==> src/rtl/ov7670_frame_sequencer.sv <==
// OV7670 capture front end: synchronises the camera pins, pairs bytes into RGB565
// pixels, tracks frame position and hands pixels to the display side through a small FIFO.
module ov7670_frame_sequencer #(
    parameter int H_PIXELS   = 320,
    parameter int V_LINES    = 240,
    parameter int FIFO_DEPTH = 4
) (
    input  logic                           clk,
    input  logic                           reset,
    input  logic                           enable,
    input  logic                           vsync,
    input  logic                           href,
    input  logic                           pclk,
    input  logic [7:0]                     camData,
    output logic                           frameStart,
    output logic                           pixelValid,
    input  logic                           pixelReady,
    output logic [15:0]                    pixelData,
    output logic                           frameBusy,
    output logic [$clog2(V_LINES+1)-1:0]   rowCount,
    input  logic                           errClear,
    output logic                           lineErr,
    output logic                           frameErr,
    output logic                           ovfErr
);

    localparam int CW = $clog2(H_PIXELS + 1);
    localparam int RW = $clog2(V_LINES + 1);
    localparam int AW = $clog2(FIFO_DEPTH);
    localparam int NW = $clog2(FIFO_DEPTH + 1);
    localparam logic [CW-1:0] H_VAL   = CW'(H_PIXELS);
    localparam logic [CW-1:0] COL_MAX = '1;
    localparam logic [RW-1:0] V_VAL   = RW'(V_LINES);
    localparam logic [NW-1:0] FULL_VAL = NW'(FIFO_DEPTH);

    typedef enum logic [1:0] {IDLE, VBLANK, ACTIVE, DONE} state_t;

    logic       vsyncS1_q, vsyncS2_q, vsyncS3_q;
    logic       hrefS1_q, hrefS2_q, hrefS3_q;
    logic       pclkS1_q, pclkS2_q, pclkS3_q;
    logic [7:0] camS1_q, camS2_q;

    state_t          state_q;
    logic [RW-1:0]   row_q;
    logic [CW-1:0]   col_q;
    logic            phase_q;
    logic [7:0]      hiByte_q;
    logic            frameStart_q;
    logic            frameBusy_q;

    logic [15:0]     mem_q [FIFO_DEPTH];
    logic [AW-1:0]   wrPtr_q, rdPtr_q;
    logic [NW-1:0]   count_q, count_d;

    logic lineErr_q, frameErr_q, ovfErr_q;

    logic pclkRise, vsyncRise, vsyncFall, hrefFall;
    logic isActive, byteStrobe, startFrame, flush;
    logic pushReq, pop, full, doPush, dropped;
    logic lineEvt, frameEvt;
    logic [RW-1:0] rowInc;

    always_ff @(posedge clk) begin
        if (!reset) begin
            vsyncS1_q <= 1'b0; vsyncS2_q <= 1'b0; vsyncS3_q <= 1'b0;
            hrefS1_q  <= 1'b0; hrefS2_q  <= 1'b0; hrefS3_q  <= 1'b0;
            pclkS1_q  <= 1'b0; pclkS2_q  <= 1'b0; pclkS3_q  <= 1'b0;
            camS1_q   <= '0;   camS2_q   <= '0;
        end else begin
            vsyncS1_q <= vsync;     vsyncS2_q <= vsyncS1_q; vsyncS3_q <= vsyncS2_q;
            hrefS1_q  <= href;      hrefS2_q  <= hrefS1_q;  hrefS3_q  <= hrefS2_q;
            pclkS1_q  <= pclk;      pclkS2_q  <= pclkS1_q;  pclkS3_q  <= pclkS2_q;
            camS1_q   <= camData;   camS2_q   <= camS1_q;
        end
    end

    assign pclkRise  = pclkS2_q & ~pclkS3_q;
    assign vsyncRise = vsyncS2_q & ~vsyncS3_q;
    assign vsyncFall = ~vsyncS2_q & vsyncS3_q;
    assign hrefFall  = ~hrefS2_q & hrefS3_q;

    assign isActive   = enable & (state_q == ACTIVE);
    assign byteStrobe = pclkRise & hrefS2_q;
    assign startFrame = enable & (state_q == VBLANK) & vsyncFall;
    assign flush      = ~enable | startFrame;
    assign rowInc     = row_q + RW'(1);

    // A vsync rise ends the active region, so nothing else in that cycle counts toward the frame.
    assign pushReq  = isActive & ~vsyncRise & byteStrobe & phase_q & (col_q < H_VAL) & ~flush;
    assign lineEvt  = isActive & ~vsyncRise & hrefFall & ((col_q != H_VAL) | phase_q);
    assign frameEvt = isActive & vsyncRise & (row_q < V_VAL);

    assign pixelValid = (count_q != '0);
    assign full       = (count_q == FULL_VAL);
    assign pop        = pixelValid & pixelReady;
    assign doPush     = pushReq & (~full | pop);
    assign dropped    = pushReq & full & ~pop;

    always_ff @(posedge clk) begin
        if (!reset) begin
            state_q      <= IDLE;
            row_q        <= '0;
            col_q        <= '0;
            phase_q      <= 1'b0;
            hiByte_q     <= '0;
            frameStart_q <= 1'b0;
            frameBusy_q  <= 1'b0;
        end else begin
            frameStart_q <= 1'b0;
            if (!enable) begin
                state_q     <= IDLE;
                row_q       <= '0;
                col_q       <= '0;
                phase_q     <= 1'b0;
                frameBusy_q <= 1'b0;
            end else begin
                case (state_q)
                    IDLE: begin
                        if (vsyncRise) state_q <= VBLANK;
                    end
                    VBLANK: begin
                        if (vsyncFall) begin
                            state_q      <= ACTIVE;
                            frameStart_q <= 1'b1;
                            frameBusy_q  <= 1'b1;
                            row_q        <= '0;
                            col_q        <= '0;
                            phase_q      <= 1'b0;
                        end
                    end
                    ACTIVE: begin
                        if (vsyncRise) begin
                            state_q     <= VBLANK;
                            frameBusy_q <= 1'b0;
                        end else if (hrefFall) begin
                            row_q   <= rowInc;
                            col_q   <= '0;
                            phase_q <= 1'b0;
                            if (rowInc == V_VAL) begin
                                state_q     <= DONE;
                                frameBusy_q <= 1'b0;
                            end
                        end else if (byteStrobe) begin
                            phase_q <= ~phase_q;
                            if (!phase_q) hiByte_q <= camS2_q;
                            else if (col_q != COL_MAX) col_q <= col_q + CW'(1);
                        end
                    end
                    DONE: begin
                        if (vsyncRise) state_q <= VBLANK;
                    end
                    default: state_q <= IDLE;
                endcase
            end
        end
    end

    always_comb begin
        count_d = count_q;
        if (doPush && !pop)      count_d = count_q + NW'(1);
        else if (!doPush && pop) count_d = count_q - NW'(1);
    end

    always_ff @(posedge clk) begin
        if (!reset || flush) begin
            wrPtr_q <= '0;
            rdPtr_q <= '0;
            count_q <= '0;
        end else begin
            if (doPush) wrPtr_q <= wrPtr_q + AW'(1);
            if (pop)    rdPtr_q <= rdPtr_q + AW'(1);
            count_q <= count_d;
        end
    end

    // Storage needs no reset: pixelData is gated to zero whenever the FIFO is empty.
    always_ff @(posedge clk) begin
        if (doPush) mem_q[wrPtr_q] <= {hiByte_q, camS2_q};
    end

    always_ff @(posedge clk) begin
        if (!reset) begin
            lineErr_q  <= 1'b0;
            frameErr_q <= 1'b0;
            ovfErr_q   <= 1'b0;
        end else begin
            lineErr_q  <= lineEvt  | (lineErr_q  & ~errClear);
            frameErr_q <= frameEvt | (frameErr_q & ~errClear);
            ovfErr_q   <= dropped  | (ovfErr_q   & ~errClear);
        end
    end

    assign pixelData  = pixelValid ? mem_q[rdPtr_q] : 16'h0000;
    assign frameStart = frameStart_q;
    assign frameBusy  = frameBusy_q;
    assign rowCount   = row_q;
    assign lineErr    = lineErr_q;
    assign frameErr   = frameErr_q;
    assign ovfErr     = ovfErr_q;

endmodule

==> config.mk <==
export PLATFORM = sky130hd
export DESIGN_NAME = ov7670_frame_sequencer
export DESIGN_NICKNAME = d
export VERILOG_FILES = /design/src/rtl/ov7670_frame_sequencer.sv
export SDC_FILE = /design/constraint.sdc
export NUM_CORES = 1
export LEC_CHECK = 0
export ABC_CLOCK_PERIOD_IN_PS = 3440
export BUFFER_PORTS_ARGS = -buffer_cell sky130_fd_sc_hd__buf_2
export CAP_MARGIN = 30
export CORE_UTILIZATION = 50
export CTS_BUF_LIST = sky130_fd_sc_hd__clkbuf_2 sky130_fd_sc_hd__clkbuf_4 sky130_fd_sc_hd__clkbuf_8
export CTS_CLUSTER_DIAMETER = 200
export CTS_CLUSTER_SIZE = 30
export DETAILED_ROUTE_END_ITERATION = 8
export PLACE_DENSITY = 0.69
export SLEW_MARGIN = 20
export SYNTH_ARGS = -nofsm -noshare
export SYNTH_HDL_FRONTEND = slang
export SYNTH_SLANG_ARGS = --single-unit
==> constraint.sdc <==
create_clock -name clk -period 3.44 [get_ports clk]
set_input_delay 0.86 -clock clk [delete_from_list [all_inputs] [get_ports clk]]
set_output_delay 0.86 -clock clk [all_outputs]
set_load 0.005 [all_outputs]
==> impl_metrics.ini, run 1 <==
[placed_design]
port_buffers = 45
globalplace.congestion = 0.850
dp_hpwl_mm = 5.82
dp_slack_ns = 0.487

[drt]
drtAntennaViolNets = 0
post_drt_via_cell_ratio = 5.20
drc = 0
vias = 3191
drt-initial-drc-count = 149
wl_per_cell_um = 14.8
wirelength_mm = 9.07
first_pass_iters = 4

[synthesis]
avgSynthCellArea_um2 = 12.9
synthArstFlopShare_pct = 0
yosys.area.top_type = edfxtp_1
synth_top_area_share_pct = 36.4
synth-seq-cells = 131
syn_nets = 437
yosys_warnings = 0
syn_inst = 409
synth_area_leaders = edfxtp_1 36%, dfxtp_1 25%, mux4_2 6.8%
yosysUniqueCellTypes = 46
synth_edf_count = 64
yosysSeqAreaShare_pct = 61.7
synth.cell_area_um2 = 5290
synth_flop_cell = dfxtp_1

[floorplanning]
start_util_pct = 51.4
placement_rows = 37
die-area_um2 = 11000
die_height_um = 105
ios = 46
core_area_um2 = 10300
dieWidth_um = 105

[setup_path]
crit_fanout = 12
cp-startpoint = state_q[0]$_SDFFE_PN0P_
path_class = flop to flop
arrival_ns = 3.25
r2r_end = count_q[2]$_SDFFE_PP0P_
worst-r2r-cell-count = 10
worstSetupEndpointType = flop
reg2reg_setup_slack_ns = 0.55
cp-start-kind = flop
cp.required_ns = 3.79
cp-endpoint = count_q[2]$_SDFFE_PP0P_
worstReg2RegStart = state_q[0]$_SDFFE_PN0P_

[sta]
rsz0062_at_grt = false
tns_ns = 0
relSlewSlack_pct = 48.2
final.period_utilization_pct = 84.0
worstMarginPinSlew_ns = 0.777
fmax_mhz = 346
finalHoldViolCount = 0
setup_viol = 0
slew_viol_final = 0
period_minus_slack_ns = 2.89
layout_setup_ws_ns = 0.549
skew_ns = 0.00608

[flow_run]
drv_cap = 0

[global_route]
grt_pass1_vias = 3099
grt_usage_pct = 18.1
grt_overflow = 0
grt_first_pass_wirelength_mm = 15.2
grt_max_degree = 34
antenna_found_initial = 0

[pwr]
ir_worst_vdd_mv = 0.305
powerDensity_nw_per_um2 = 511
static-leakage-power_nw = 2.17

[clock_tree]
clock_sinks = 131
cts_resized = 0
cts_buffer_depth = 2
cts.htree.levels = 4
clk_pin_slew_ns = 0.07
clockRootBuffer = clkbuf_8
cts_tree = yes
hold_buffers = 0
post_cts_buffers = 0
cts_buffers = 17
clock_latency_ns = 0.43

[final_layout]
diodes = 0
final_common_cell = dfxtp_1
layout_common_cells = 67 x dfxtp_1, 64 x edfxtp_1, 47 x and2_1
nNetsFinal = 493
syn_to_final_growth_pct = 15.5
drive_gt1_share_pct = 22.4

[hold_path]
hold_depth = 1
hold_class = flop to flop
min_from = camS1_q[5]$_SDFF_PN0_

[outcome]
outcome = completed
## power by group
part / internal (mW) / switching [mW]
Combinational: 0.0303 / 0.0462
Clock: 0.798 / 0.601
Sequential: 1.64 / 0.00957
Total: 2.47 / 0.656
## area by class of cell
class / count / area, um^2
timing repair buffer: 52 / 278
multi-input combinational: 253 / 1920
tap: 136 / 170
clock buffer: 17 / 234
clock inverter: 15 / 204
inverter: 10 / 37.5
fill: 828 / 4170
sequential: 131 / 3260
## per-stage QoR
step,cells,power [mW],cell area (um^2),hold slack (ns),util [%]
floorplan,409,1.73,5290,0.412,-
global placement,582,1.76,5670,0.417,55.2
detailed placement,582,1.76,5670,0.417,55.2
CTS,614,3.15,6110,0.431,59.4
global route,614,3.24,6110,0.441,59.4
finish,614,3.12,6110,0.429,59.4
## cell usage after synthesis, drive strengths merged, types with 2 or more instances
library cell,count
inv,10
or4,2
nor4b,3
and4,3
a21oi,16
xor2,10
or3,2
nand4b,2
ha,11
nor2b,12
and2,47
nand3b,6
buf,5
o21ai,14
nand3,10
nand4,6
or2,2
mux2i,11
nand2b,4
clkbuf,10
xnor2,2
nor3,7
nor2,27
and3,2
a211oi,2
nand2,26
edfxtp,64
dfxtp,67
mux4,16
## sequential cells by signal, summed over array words and instances (netlist names), 2 cells and up, named ones only
signal	count
wrPtr_q	2
camS2_q	8
count_q	3
hiByte_q	8
state_q	2
rdPtr_q	2
mem_q	64
camS1_q	8
rowCount	8
col_q	9
## worst min-delay path by stage
| stage | slack, ns | endpoint |
|---|---|---|
| 3_5_place_dp | 0.42 | camS2_q[1]$_SDFF_PN0_ |
| 4_1_cts | 0.43 | camS2_q[5]$_SDFF_PN0_ |
| 3_3_place_gp | 0.42 | camS2_q[5]$_SDFF_PN0_ |
| 2_1_floorplan | 0.41 | camS2_q[0]$_SDFF_PN0_ |
| 6_report | 0.43 | camS2_q[5]$_SDFF_PN0_ |
| 5_1_grt | 0.44 | camS2_q[6]$_SDFF_PN0_ |
## kinds of logic after synthesis
logic type,after synthesis,synth area share (%)
and+or+nand+nor,162,17.5
DFF,131,61.7
AOI/OAI and AO/OA,40,4.92
muxes,27,8.90
buffers and inverters,25,1.94
xor gates and xnor gates,12,1.99
adders and majority gates,12,2.98
## layer usage
metal	routed length (um)	global-route usage (%)
met2	4380	29.9
met5	0	0
met4	110	6.94
met3	436	5.43
met1	4140	22.4
## worst max-delay path, cell delays in order (launching register included)
cell,delay [ns]
dfxtp_1,0.33
inv_1,0.07
ha_1,0.49
nand4_4,0.20
nor3_2,0.42
ha_1,0.27
inv_1,0.06
fa_1,0.38
xor2_1,0.16
or3_1,0.31
a21oi_1,0.14
Power figures use the tool's default switching activity.
==> run 2, diff against run 1 <==
--- a/config.mk
+++ b/config.mk
@@ -5,7 +5,7 @@
 export SDC_FILE = /design/constraint.sdc
 export NUM_CORES = 1
 export LEC_CHECK = 0
-export ABC_CLOCK_PERIOD_IN_PS = 3440
+export ABC_CLOCK_PERIOD_IN_PS = 2700
 export BUFFER_PORTS_ARGS = -buffer_cell sky130_fd_sc_hd__buf_2
 export CAP_MARGIN = 30
 export CORE_UTILIZATION = 50
==> constraint.sdc (replaced) <==
create_clock -name clk -period 2.7 [get_ports clk]
set_input_delay 0.675 -clock clk [delete_from_list [all_inputs] [get_ports clk]]
set_output_delay 0.675 -clock clk [all_outputs]
set_load 0.005 [all_outputs]
==> run 2 against run 1 <==
Flip-flop and latch count stayed put; global-route usage up 0.75 points; clock skew up 0.0024 ns; setup slack got worse by 0.38 ns; critical endpoint is now pixelData[7]; sequential share of layout area down 0.45 points; register-to-register slack lost 0.26 ns.
==> impl_metrics.ini, run 2 (same netlist as run 1, synthesis figures left out) <==
[clock_tree]
cts_buffer_depth = 2
clock_latency_ns = 0.43
clockRootBuffer = clkbuf_8
cts_tree = yes
cts_resized = 0
clock_sinks = 131
post_cts_buffers = 0
cts.htree.levels = 4
hold_buffers = 0
clk_pin_slew_ns = 0.07
cts_buffers = 17

[final_layout]
drive_gt1_share_pct = 22.8
nNetsFinal = 498
final_common_cell = dfxtp_1
largest_reg_flops = 64
syn_to_final_growth_pct = 16.5
diodes = 0
final.fill_count = 847
top_register = mem_q
layout_common_cells = 67 x dfxtp_1, 64 x edfxtp_1, 47 x and2_1
top_regs = mem_q (64), col_q (9)

[global_route]
grt_pass1_vias = 3237
grt_overflow = 0
grt_max_degree = 34
grt_usage_pct = 18.9
grt_first_pass_wirelength_mm = 15.6
antenna_found_initial = 0

[setup_path]
cp.required_ns = 2.03
slowest_stage = mux4_2
worstSetupEndpointType = primary output
cp_num_buf_inv = 2
crit_chain = buf_6, mux4_2, and2_1, buf_2
cp_top_family = multiplexers
arrival_ns = 1.86
path_class = flop to primary output
crit_fanout = 16
worstReg2RegStart = state_q[1]$_SDFFE_PN0P_
cp-start-kind = flop
slowest_delay_ns = 0.54

[drt]
post_drt_via_cell_ratio = 5.22
first_pass_iters = 6
drc = 0
wirelength_mm = 9.55
wl_per_cell_um = 15.4
vias = 3229
drt-initial-drc-count = 129
drtAntennaViolNets = 0

[placed_design]
globalplace.congestion = 0.856
dp_hpwl_mm = 5.99
port_buffers = 45
dp_slack_ns = 0.223

[sta]
slew_viol_final = 0
final.period_utilization_pct = 93.8
rsz0062_at_grt = false
period_minus_slack_ns = 2.53
setup_viol = 0
relSlewSlack_pct = 67.2
skew_ns = 0.00847
layout_setup_ws_ns = 0.168
fmax_mhz = 395
tns_ns = 0
finalHoldViolCount = 0
worstMarginPinSlew_ns = 0.486

[hold_path]
min_from = camS1_q[5]$_SDFF_PN0_
hold_class = flop to flop

[pwr]
p_seq_share_pct = 52.2
power.internal_mw = 3.22
clockPowerShare_pct = 45.2
p_sw_mw = 0.805
switching_share_pct = 20.0
static-leakage-power_nw = 2.18
p_comb_share_pct = 2.5
powerDensity_nw_per_um2 = 653
ir_worst_vdd_mv = 0.383

[floorplanning]
start_util_pct = 51.4
dieWidth_um = 105
ios = 46
core_area_um2 = 10300
placement_rows = 37
die-area_um2 = 11000
die_height_um = 105

[flow_run]
drv_cap = 0

[outcome]
outcome = completed
[run 2: layout make-up]
cell class	instances	area, um^2	area share [%]
flip-flops and latches	131	3260	53.0
clock buffers	17	234	3.80
repair buffers	57	319	5.18
multi-input cells	253	1920	31.2
clock inverters	15	214	3.47
inverters	10	37.5	0.610
well taps	136	170	2.76
[run 2: routing by layer]
layer  up-vias  GRT usage (%)  share of wire, %
met5         -              0                 0
met4         0           7.24              0.84
met3         8           5.80               5.0
met2        82           32.5                51
met1      1545           22.1                44
li1       1594              -                 -
[run 2: worst paths after layout]
path / to / slack, ns / cells past startpoint
worst min-delay path: camS2_q[5]$_SDFF_PN0_ / 0.43 / 1
worst max register to register: count_q[2]$_SDFFE_PP0P_ / 0.29 / 11
worst min register to register: camS2_q[5]$_SDFF_PN0_ / 0.43 / 1
worst max-delay path: pixelData[7] / 0.17 / 4
[run 2: metrics by stage]
stage | hold WS (ns) | power (mW) | util, % | instances | area, um^2
2_1_floorplan | 0.412 | 2.21 | - | 409 | 5290
3_3_place_gp | 0.417 | 2.24 | 55.5 | 587 | 5710
3_5_place_dp | 0.417 | 2.25 | 55.5 | 587 | 5710
4_1_cts | 0.423 | 4.07 | 59.9 | 619 | 6150
5_1_grt | 0.422 | 4.17 | 59.9 | 619 | 6160
6_report | 0.434 | 4.02 | 59.9 | 619 | 6160
[run 2: power by group through the flow]
stage / combinational, mW / clock (mW) / sequential (mW)
2_1_floorplan: 0.0682 / 0 / 2.14
3_3_place_gp: 0.0984 / 0 / 2.14
3_5_place_dp: 0.101 / 0 / 2.15
4_1_cts: 0.102 / 1.87 / 2.10
5_1_grt: 0.114 / 1.95 / 2.10
6_report: 0.102 / 1.82 / 2.10
==> run 3, diff against run 2 <==
--- a/config.mk
+++ b/config.mk
@@ -8,12 +8,14 @@
 export ABC_CLOCK_PERIOD_IN_PS = 2700
 export BUFFER_PORTS_ARGS = -buffer_cell sky130_fd_sc_hd__buf_2
 export CAP_MARGIN = 30
+export CORE_ASPECT_RATIO = 1.5
 export CORE_UTILIZATION = 50
 export CTS_BUF_LIST = sky130_fd_sc_hd__clkbuf_2 sky130_fd_sc_hd__clkbuf_4 sky130_fd_sc_hd__clkbuf_8
 export CTS_CLUSTER_DIAMETER = 200
 export CTS_CLUSTER_SIZE = 30
 export DETAILED_ROUTE_END_ITERATION = 8
 export PLACE_DENSITY = 0.69
+export SKIP_CTS_REPAIR_TIMING = 1
 export SLEW_MARGIN = 20
 export SYNTH_ARGS = -nofsm -noshare
 export SYNTH_HDL_FRONTEND = slang
==> run 3 against run 2 <==
Maximum frequency is 0.13% higher; non-clock buffer count fell by 3; die area barely moved; count of clock-buffer cells in the layout unchanged; clock power decreased by 23%; first-iteration DRC count rose by 3.1%; global-route usage fell by 0.31 points; hold slack about the same.
==> impl_metrics.ini, run 3 (same netlist as run 1, synthesis figures left out) <==
[sta]
hold_ws_ns = 0.434
setup_viol = 0
finalHoldViolCount = 0
relSlewSlack_pct = 44.5
period_minus_slack_ns = 2.53
tns_ns = 0
final.period_utilization_pct = 93.7
skew_ns = 0.00934
slew_viol_final = 0
fmax_mhz = 395
rsz0062_at_grt = false
worstMarginPinSlew_ns = 0.833

[clock_tree]
cts_buffers = 17
cts.htree.levels = 4
clock_latency_ns = 0.44
clock_sinks = 131
cts_tree = yes
cts_buffer_depth = 2
clk_pin_slew_ns = 0.07
clockRootBuffer = clkbuf_8

[pwr]
p_seq_share_pct = 58.2
finalPower_mw = 3.61
p_sw_mw = 0.842
clockPowerShare_pct = 39.0
ir_worst_vdd_mv = 0.373
power.internal_mw = 2.77
p_comb_share_pct = 2.8
static-leakage-power_nw = 2.12
switching_share_pct = 23.3
powerDensity_nw_per_um2 = 597

[setup_path]
worstReg2RegStart = hrefS2_q$_SDFF_PN0_
worstSetupEndpointType = primary output
arrival_ns = 1.85
worst-r2r-cell-count = 9
cp.required_ns = 2.03
cp-start-kind = flop
path_class = flop to primary output
crit_fanout = 16

[drt]
m1WireLength_mm = 3.72
highest_layer = met4
drc = 0
vias = 3259
post_drt_via_cell_ratio = 5.25
wl_per_cell_um = 14.9
first_pass_iters = 4
wirelength_mm = 9.23
met2_length_mm = 4.96
drtAntennaViolNets = 0
wl_met3_um = 327
drt-initial-drc-count = 133

[outcome]
outcome = completed

[placed_design]
dp_hpwl_mm = 6.40
globalplace.congestion = 0.852
port_buffers = 45

[global_route]
grt_usage_pct = 18.6
antenna_found_initial = 0
grt_pass1_vias = 3259
grt_first_pass_wirelength_mm = 15.3
grt_overflow = 0
grt_max_degree = 36

[final_layout]
diodes = 0
nNetsFinal = 495
drive_gt1_share_pct = 22.7
layout_common_cells = 67 x dfxtp_1, 64 x edfxtp_1, 47 x and2_1
syn_to_final_growth_pct = 14.2
final.fill_count = 832
top_register = mem_q
largest_reg_flops = 64
top_regs = mem_q (64), col_q (9)
final_common_cell = dfxtp_1

[hold_path]
min_from = camS1_q[2]$_SDFF_PN0_
hold_class = flop to flop
hold_depth = 1

[floorplanning]
core_area_um2 = 10200
die-area_um2 = 11000
dieWidth_um = 86.0
die_height_um = 128
placement_rows = 45
ios = 46
start_util_pct = 51.9

[flow_run]
drv_cap = 0
-- run 3: power by group through the flow --
| stage | clock [mW] | combinational (mW) | sequential, mW |
|---|---|---|---|
| 2_1_floorplan | 0 | 0.0682 | 2.14 |
| 4_1_cts | 1.43 | 0.101 | 2.10 |
| 5_1_grt | 1.51 | 0.112 | 2.10 |
| 3_5_place_dp | 0 | 0.101 | 2.15 |
| 3_3_place_gp | 0 | 0.0982 | 2.15 |
| 6_report | 1.41 | 0.101 | 2.10 |
-- run 3: per-stage QoR --
step / cell area, um^2 / utilization [%] / worst slack [ns] / instances
floorplan: 5290 / - / 0.141 / 409
global placement: 5690 / 55.8 / 0.217 / 589
detailed placement: 5690 / 55.8 / 0.0838 / 589
CTS: 6030 / 59.2 / 0.0435 / 621
global route: 6040 / 59.3 / 0.0698 / 621
finish: 6040 / 59.3 / 0.171 / 621
-- run 3: layer usage --
metal  global-route usage (%)  vias to the layer above
met3                     5.02                       19
met1                     19.5                     1572
met4                     8.43                        0
li1                         -                     1592
met2                     34.0                       76
met5                        0                        -
-- run 3: worst paths after layout --
kind	end	slack, ns
max	pixelData[4]	0.17
min	camS2_q[2]$_SDFF_PN0_	0.43
max reg2reg	count_q[2]$_SDFFE_PP0P_	0.36
min reg2reg	camS2_q[2]$_SDFF_PN0_	0.43
-- run 3: critical path, stage by stage (launching register included) --
cell and delay, ns:
dfxtp_1 0.33, buf_6 0.24, mux4_2 0.56, and2_1 0.17
buf_2 0.12
-- run 3: area by class of cell --
| class | count | area (um^2) | area share [%] |
|---|---|---|---|
| flip-flops and latches | 131 | 3260 | 54.0 |
| multi-input cells | 253 | 1920 | 31.8 |
| repair buffers | 54 | 297 | 4.91 |
| clock buffers | 17 | 234 | 3.87 |
| well taps | 141 | 176 | 2.92 |
| clock inverters | 15 | 110 | 1.82 |
| inverters | 10 | 37.5 | 0.622 |
